$ cat src/rtl/pll_cfg_shifter.sv
// pll_cfg_shifter
//   Serial configuration shifter for the PLL_B programming port. One START
//   in idle launches a transaction: CFG_W bits go out on SDI MSB first, each
//   bit framed by one SCLK low half-period and one SCLK high half-period of
//   CLKDIV system clocks. SDO is sampled at the end of every high
//   half-period. A LATCH strobe of CLKDIV clocks finishes the transaction,
//   and DONE pulses for one cycle.
//
// Ports
//   CLK       system clock; all state changes on its rising edge
//   RESET     synchronous, active-high reset
//   START     transaction request, sampled only while idle
//   CFG_DATA  word to shift out, captured on the accepting START cycle
//   BUSY      high from the first SHIFT_LO cycle through the last LATCH cycle
//   DONE      one-cycle pulse in the first idle cycle after LATCH
//   RDATA     readback word assembled from SDO, updated only at completion
//   SCLK      serial clock to PLL_B
//   SDI       serial data to PLL_B
//   LATCH     load strobe to PLL_B
//   SDO       serial readback from PLL_B
module pll_cfg_shifter #(
  parameter int unsigned CFG_W  = 32,
  parameter int unsigned CLKDIV = 4
) (
  input  logic             CLK,
  input  logic             RESET,
  input  logic             START,
  input  logic [CFG_W-1:0] CFG_DATA,
  output logic             BUSY,
  output logic             DONE,
  output logic [CFG_W-1:0] RDATA,
  output logic             SCLK,
  output logic             SDI,
  output logic             LATCH,
  input  logic             SDO
);

  // Half-period counter runs 0..CLKDIV-1, bit counter runs 0..CFG_W-1.
  localparam int unsigned HC_W = (CLKDIV > 1) ? $clog2(CLKDIV) : 1;
  localparam int unsigned BC_W = $clog2(CFG_W);
  localparam logic [HC_W-1:0] HC_LAST = HC_W'(CLKDIV - 1);
  localparam logic [HC_W-1:0] HC_ONE  = HC_W'(1);
  localparam logic [BC_W-1:0] BC_LAST = BC_W'(CFG_W - 1);
  localparam logic [BC_W-1:0] BC_ONE  = BC_W'(1);

  typedef enum logic [1:0] {
    S_IDLE,
    S_SHIFT_LO,
    S_SHIFT_HI,
    S_LATCH_ST
  } state_t;

  state_t           r_state;
  logic [HC_W-1:0]  r_hcnt;
  logic [BC_W-1:0]  r_bcnt;
  // r_tx holds the bits still to be sent, next bit at the MSB; the bit on
  // the wire lives in r_sdi, so r_tx is pre-shifted by one at load time.
  logic [CFG_W-1:0] r_tx;
  logic [CFG_W-1:0] r_rx;
  logic [CFG_W-1:0] r_rdata;
  logic             r_busy;
  logic             r_done;
  logic             r_sclk;
  logic             r_sdi;
  logic             r_latch;

  wire w_hc_last = (r_hcnt == HC_LAST);
  wire w_bc_last = (r_bcnt == BC_LAST);

  always_ff @(posedge CLK) begin
    if (RESET) begin
      r_state <= S_IDLE;
      r_hcnt  <= '0;
      r_bcnt  <= '0;
      r_tx    <= '0;
      r_rx    <= '0;
      r_rdata <= '0;
      r_busy  <= 1'b0;
      r_done  <= 1'b0;
      r_sclk  <= 1'b0;
      r_sdi   <= 1'b0;
      r_latch <= 1'b0;
    end else begin
      r_done <= 1'b0;
      case (r_state)
        S_IDLE: begin
          if (START) begin
            r_tx    <= {CFG_DATA[CFG_W-2:0], 1'b0};
            r_sdi   <= CFG_DATA[CFG_W-1];
            r_hcnt  <= '0;
            r_bcnt  <= '0;
            r_busy  <= 1'b1;
            r_state <= S_SHIFT_LO;
          end
        end

        S_SHIFT_LO: begin
          if (w_hc_last) begin
            r_hcnt  <= '0;
            r_sclk  <= 1'b1;
            r_state <= S_SHIFT_HI;
          end else begin
            r_hcnt <= r_hcnt + HC_ONE;
          end
        end

        S_SHIFT_HI: begin
          if (w_hc_last) begin
            r_hcnt <= '0;
            r_sclk <= 1'b0;
            r_rx   <= {r_rx[CFG_W-2:0], SDO};
            if (w_bc_last) begin
              r_sdi   <= 1'b0;
              r_latch <= 1'b1;
              r_state <= S_LATCH_ST;
            end else begin
              r_bcnt  <= r_bcnt + BC_ONE;
              r_sdi   <= r_tx[CFG_W-1];
              r_tx    <= {r_tx[CFG_W-2:0], 1'b0};
              r_state <= S_SHIFT_LO;
            end
          end else begin
            r_hcnt <= r_hcnt + HC_ONE;
          end
        end

        S_LATCH_ST: begin
          if (w_hc_last) begin
            r_hcnt  <= '0;
            r_latch <= 1'b0;
            r_busy  <= 1'b0;
            r_done  <= 1'b1;
            r_rdata <= r_rx;
            r_state <= S_IDLE;
          end else begin
            r_hcnt <= r_hcnt + HC_ONE;
          end
        end

        default: begin
          r_sclk  <= 1'b0;
          r_sdi   <= 1'b0;
          r_latch <= 1'b0;
          r_busy  <= 1'b0;
          r_state <= S_IDLE;
        end
      endcase
    end
  end

  assign BUSY  = r_busy;
  assign DONE  = r_done;
  assign RDATA = r_rdata;
  assign SCLK  = r_sclk;
  assign SDI   = r_sdi;
  assign LATCH = r_latch;

endmodule

$ cat config.mk
export PLATFORM = sky130hd
export DESIGN_NAME = pll_cfg_shifter
export DESIGN_NICKNAME = d
export VERILOG_FILES = /design/src/rtl/pll_cfg_shifter.sv
export SDC_FILE = /design/constraint.sdc
export NUM_CORES = 1
export LEC_CHECK = 0
export CAP_MARGIN = 20
export CELL_PAD_IN_SITES_DETAIL_PLACEMENT = 0
export CELL_PAD_IN_SITES_GLOBAL_PLACEMENT = 1
export CORE_ASPECT_RATIO = 1.1
export CORE_MARGIN = 5
export CORE_UTILIZATION = 42
export CTS_CLUSTER_SIZE = 12
export DETAILED_ROUTE_END_ITERATION = 10
export GPL_TIMING_DRIVEN = 0
export PLACE_DENSITY = 0.91
export REMOVE_ABC_BUFFERS = 1
export SYNTH_ARGS = -nofsm -noshare
export SYNTH_HDL_FRONTEND = slang
export SYNTH_SLANG_ARGS = --single-unit
$ cat constraint.sdc
create_clock -name CLK -period 3.49 [get_ports CLK]
set_clock_uncertainty 0.1 [all_clocks]
set_input_delay 0.349 -clock CLK [delete_from_list [all_inputs] [get_ports CLK]]
set_output_delay 0.349 -clock CLK [all_outputs]
set_load 0.02 [all_outputs]
==> out/summary.txt <==
Fillers -> 978
Nets@finish -> 619
Post-synthesis sequential area ratio -> 48.89%
# clock sinks -> 109
Power Density -> 470.3 nW/um^2
Rows -> 39
Buffers on Ports -> 72
Hold crit path type -> flop to flop
Vias per cell -> 5.111
Starting DRC count in detailed routing -> 162
Hold slack -> 351.1 ps
Pleak -> 1.878 nW
EDFF count, synth -> 0
Max Clk Rate -> 391.2 MHz
GRT Total Usage -> 15.02%
Status -> finished clean
Slew Viols, Final -> 0
Pre-antenna DRT Iters -> 5
Final ANT Viol Nets -> 0
Crit path from -> r_bcnt[0]$_SDFFE_PP0P_
Io pins -> 73
Worst Path Max Fanout -> 18
Max-Cap Viols -> 0
Post-Syn Area -> 4463 um^2
Main combinational cell family by area after synthesis -> simple AND/OR/NAND/NOR gates
FFs w/ async S/R, synth -> 0%
Mapped Avg Cell Area -> 8.327 um^2
Post-Synth Simple-Gate Area -> 25.01%
Largest net degree at the start of global routing -> 63
Min Tclk post-route -> 2556 ps
RSZ-0062 raised after global routing -> false
Worst setup EP type -> flop
Synth Area in Adders -> 1.121%
Post-synthesis mux area share -> 0.4766%
Critical path class -> flop to flop
H-tree depth -> 3
Endpoints failing setup -> 0
Worst Hold Depth -> 2
Post-CTS Setup Bufs -> 0
Normalized max-slew margin -> 49.94%
Netlist cell types -> 40
Synthesis-stage register bit count -> 109
Hold Startpoint -> RDATA[30]$_SDFFE_PP0P_
Core area -> 10,390 um^2
Crit path required time -> 3630 ps
First-pass GRT wire length -> 16,160 um
Grt total ovfl -> 0
Worst reg2reg setup slack -> 930 ps
Routability Congestion -> 0.7633
Crit path launch type -> flop
Synth Area in XOR/XNOR -> 0%
DR DRC count -> 0
CP arrival -> 2690 ps
Initial antenna violation count -> 0
Hpwl dp -> 6276 um
Drt wl/cell -> 12.87 um
Worst vdd ir -> 0.0002536 V
Cells after Synth -> 536
Reg2Reg Depth -> 7
Hold-critical path endpoint -> RDATA[30]$_SDFFE_PP0P_
Layout cells sized above 1 -> 6.849%
Final hold vios -> 0
Post-Place Cell Area -> 5197 um^2
Post-synthesis compound-gate area fraction -> 17.75%
Post_cts resized -> 0
Die width -> 108.3 um
Root Driver -> clkbuf_16
Layout area overhead -> 24.67%
Clock Path Buffers -> 2
Critical R2R Launch -> r_bcnt[0]$_SDFFE_PP0P_
Clock latency at the later pin of the worst-skew pair -> 340 ps
CTS Hold Bufs -> 0
Initial Util -> 42.94%
Die ar. -> 12,790 um^2
Most frequent cells in the layout -> nand2_1, dfxtp_1, a21oi_1
Fin crit share -> 73.24%
Worst-path clk slew -> 70 ps
Total Wirelength -> 9358 um
Commonest non-fill, non-tap cell in the layout -> nand2_1
CTS tree -> done
Die Y -> 118.1 um
N_diodes -> 0
Ys flop type -> dfxtp_1
Vias -> 3,716
Vias in the first global route -> 3,544
Post-route cell area -> 5564 um^2
Worst-Margin Slew -> 750.2 ps
Yosys warnings -> 0
Worst r2r dst -> r_tx[12]$_SDFFE_PP0P_
CTS Buf Count -> 9
==> where the power goes <==
group | switching [W] | leakage (nW) | total [W] | internal [W]
Sequential | 0.0000223 | 0.886 | 0.00130 | 0.00128
Combinational | 0.0000829 | 0.826 | 0.000173 | 0.0000904
Clock | 0.000422 | 0.167 | 0.00114 | 0.000720
==> worst max-delay path by stage <==
| stage | end | cells after the start |
|---|---|---|
| finish | r_tx[12]$_SDFFE_PP0P_ | 7 |
| global route | r_tx[20]$_SDFFE_PP0P_ | 7 |
| detailed placement | r_tx[12]$_SDFFE_PP0P_ | 7 |
| global placement | SDI$_SDFFE_PP0P_ | 2 |
| floorplan | r_tx[10]$_SDFFE_PP0P_ | 3 |
| CTS | r_tx[12]$_SDFFE_PP0P_ | 7 |
==> cell usage after synthesis, types with 3 or more instances <==
master    count  area share (%)
nor2_1        4            0.34
a21oi_1      74             8.3
a311oi_1     21             4.1
a311oi_2     10             3.4
nor3_1       31             3.5
buf_6         7             1.8
ha_1          4             1.1
clkbuf_1     10            0.84
nand3b_1      3            0.50
dfxtp_1     109              49
buf_2        28             3.1
nand2b_1      3            0.42
nand2_1     190              16
nand3_1       7            0.78
==> per-layer routing <==
metal  routed length [um]  track usage [%]  part of all wire (%)
met1                 4345            19.27                    46
met2                 4521            25.23                    48
met3                  331            2.414                   3.5
met4                  161            5.604                   1.7
met5                    0                0                     0
==> cell families (layout without fill, tap and decap cells) <==
| family | after synthesis | in the layout |
|---|---|---|
| compound gates | 117 | 117 |
| buf+inv | 50 | 98 |
| flops | 109 | 109 |
| mux | 2 | 2 |
| simple gates | 254 | 254 |
| fa+ha+maj | 4 | 4 |
==> flip-flops by register name (all words and copies together) (netlist names) <==
| signal | flops |
|---|---|
| r_bcnt | 5 |
| r_hcnt | 2 |
| LATCH | 1 |
| SDI | 1 |
| r_state | 2 |
| BUSY | 1 |
| DONE | 1 |
| RDATA | 32 |
| r_tx | 31 |
| r_rx | 32 |
| SCLK | 1 |
==> area by class of cell <==
class	instances	area, um^2	area share [%]
inverter	1	3.754	0.06746
clock buffer	12	246.5	4.430
sequential	109	2182	39.22
timing repair buffer	81	875.8	15.74
multi-input combinational	377	1982	35.62
clock inverter	4	95.09	1.709
tap	143	178.9	3.216
==> through the flow <==
| step | utilization (%) | worst slack [ps] | total power, W | TNS [ps] | std cells |
|---|---|---|---|---|---|
| 2_1_floorplan | - | 1085 | 0.001410 | 0 | 487 |
| 3_3_place_gp | 48.73 | -727.4 | 0.001494 | -57760 | 702 |
| 3_5_place_dp | 50.01 | 986.5 | 0.001503 | 0 | 710 |
| 4_1_cts | 53.29 | 934.8 | 0.002641 | 0 | 726 |
| 5_1_grt | 53.53 | 834.3 | 0.002723 | 0 | 727 |
| 6_report | 53.53 | 933.8 | 0.002617 | 0 | 727 |
==> critical path, stage by stage (launching register included) <==
cell      delay, ps
dfxtp_1         340
ha_1            220
and3_1          220
ha_1            220
and4bb_1        740
buf_8           250
nor3_1           60
a311oi_1        290
(Power assumes the default switching activity.)
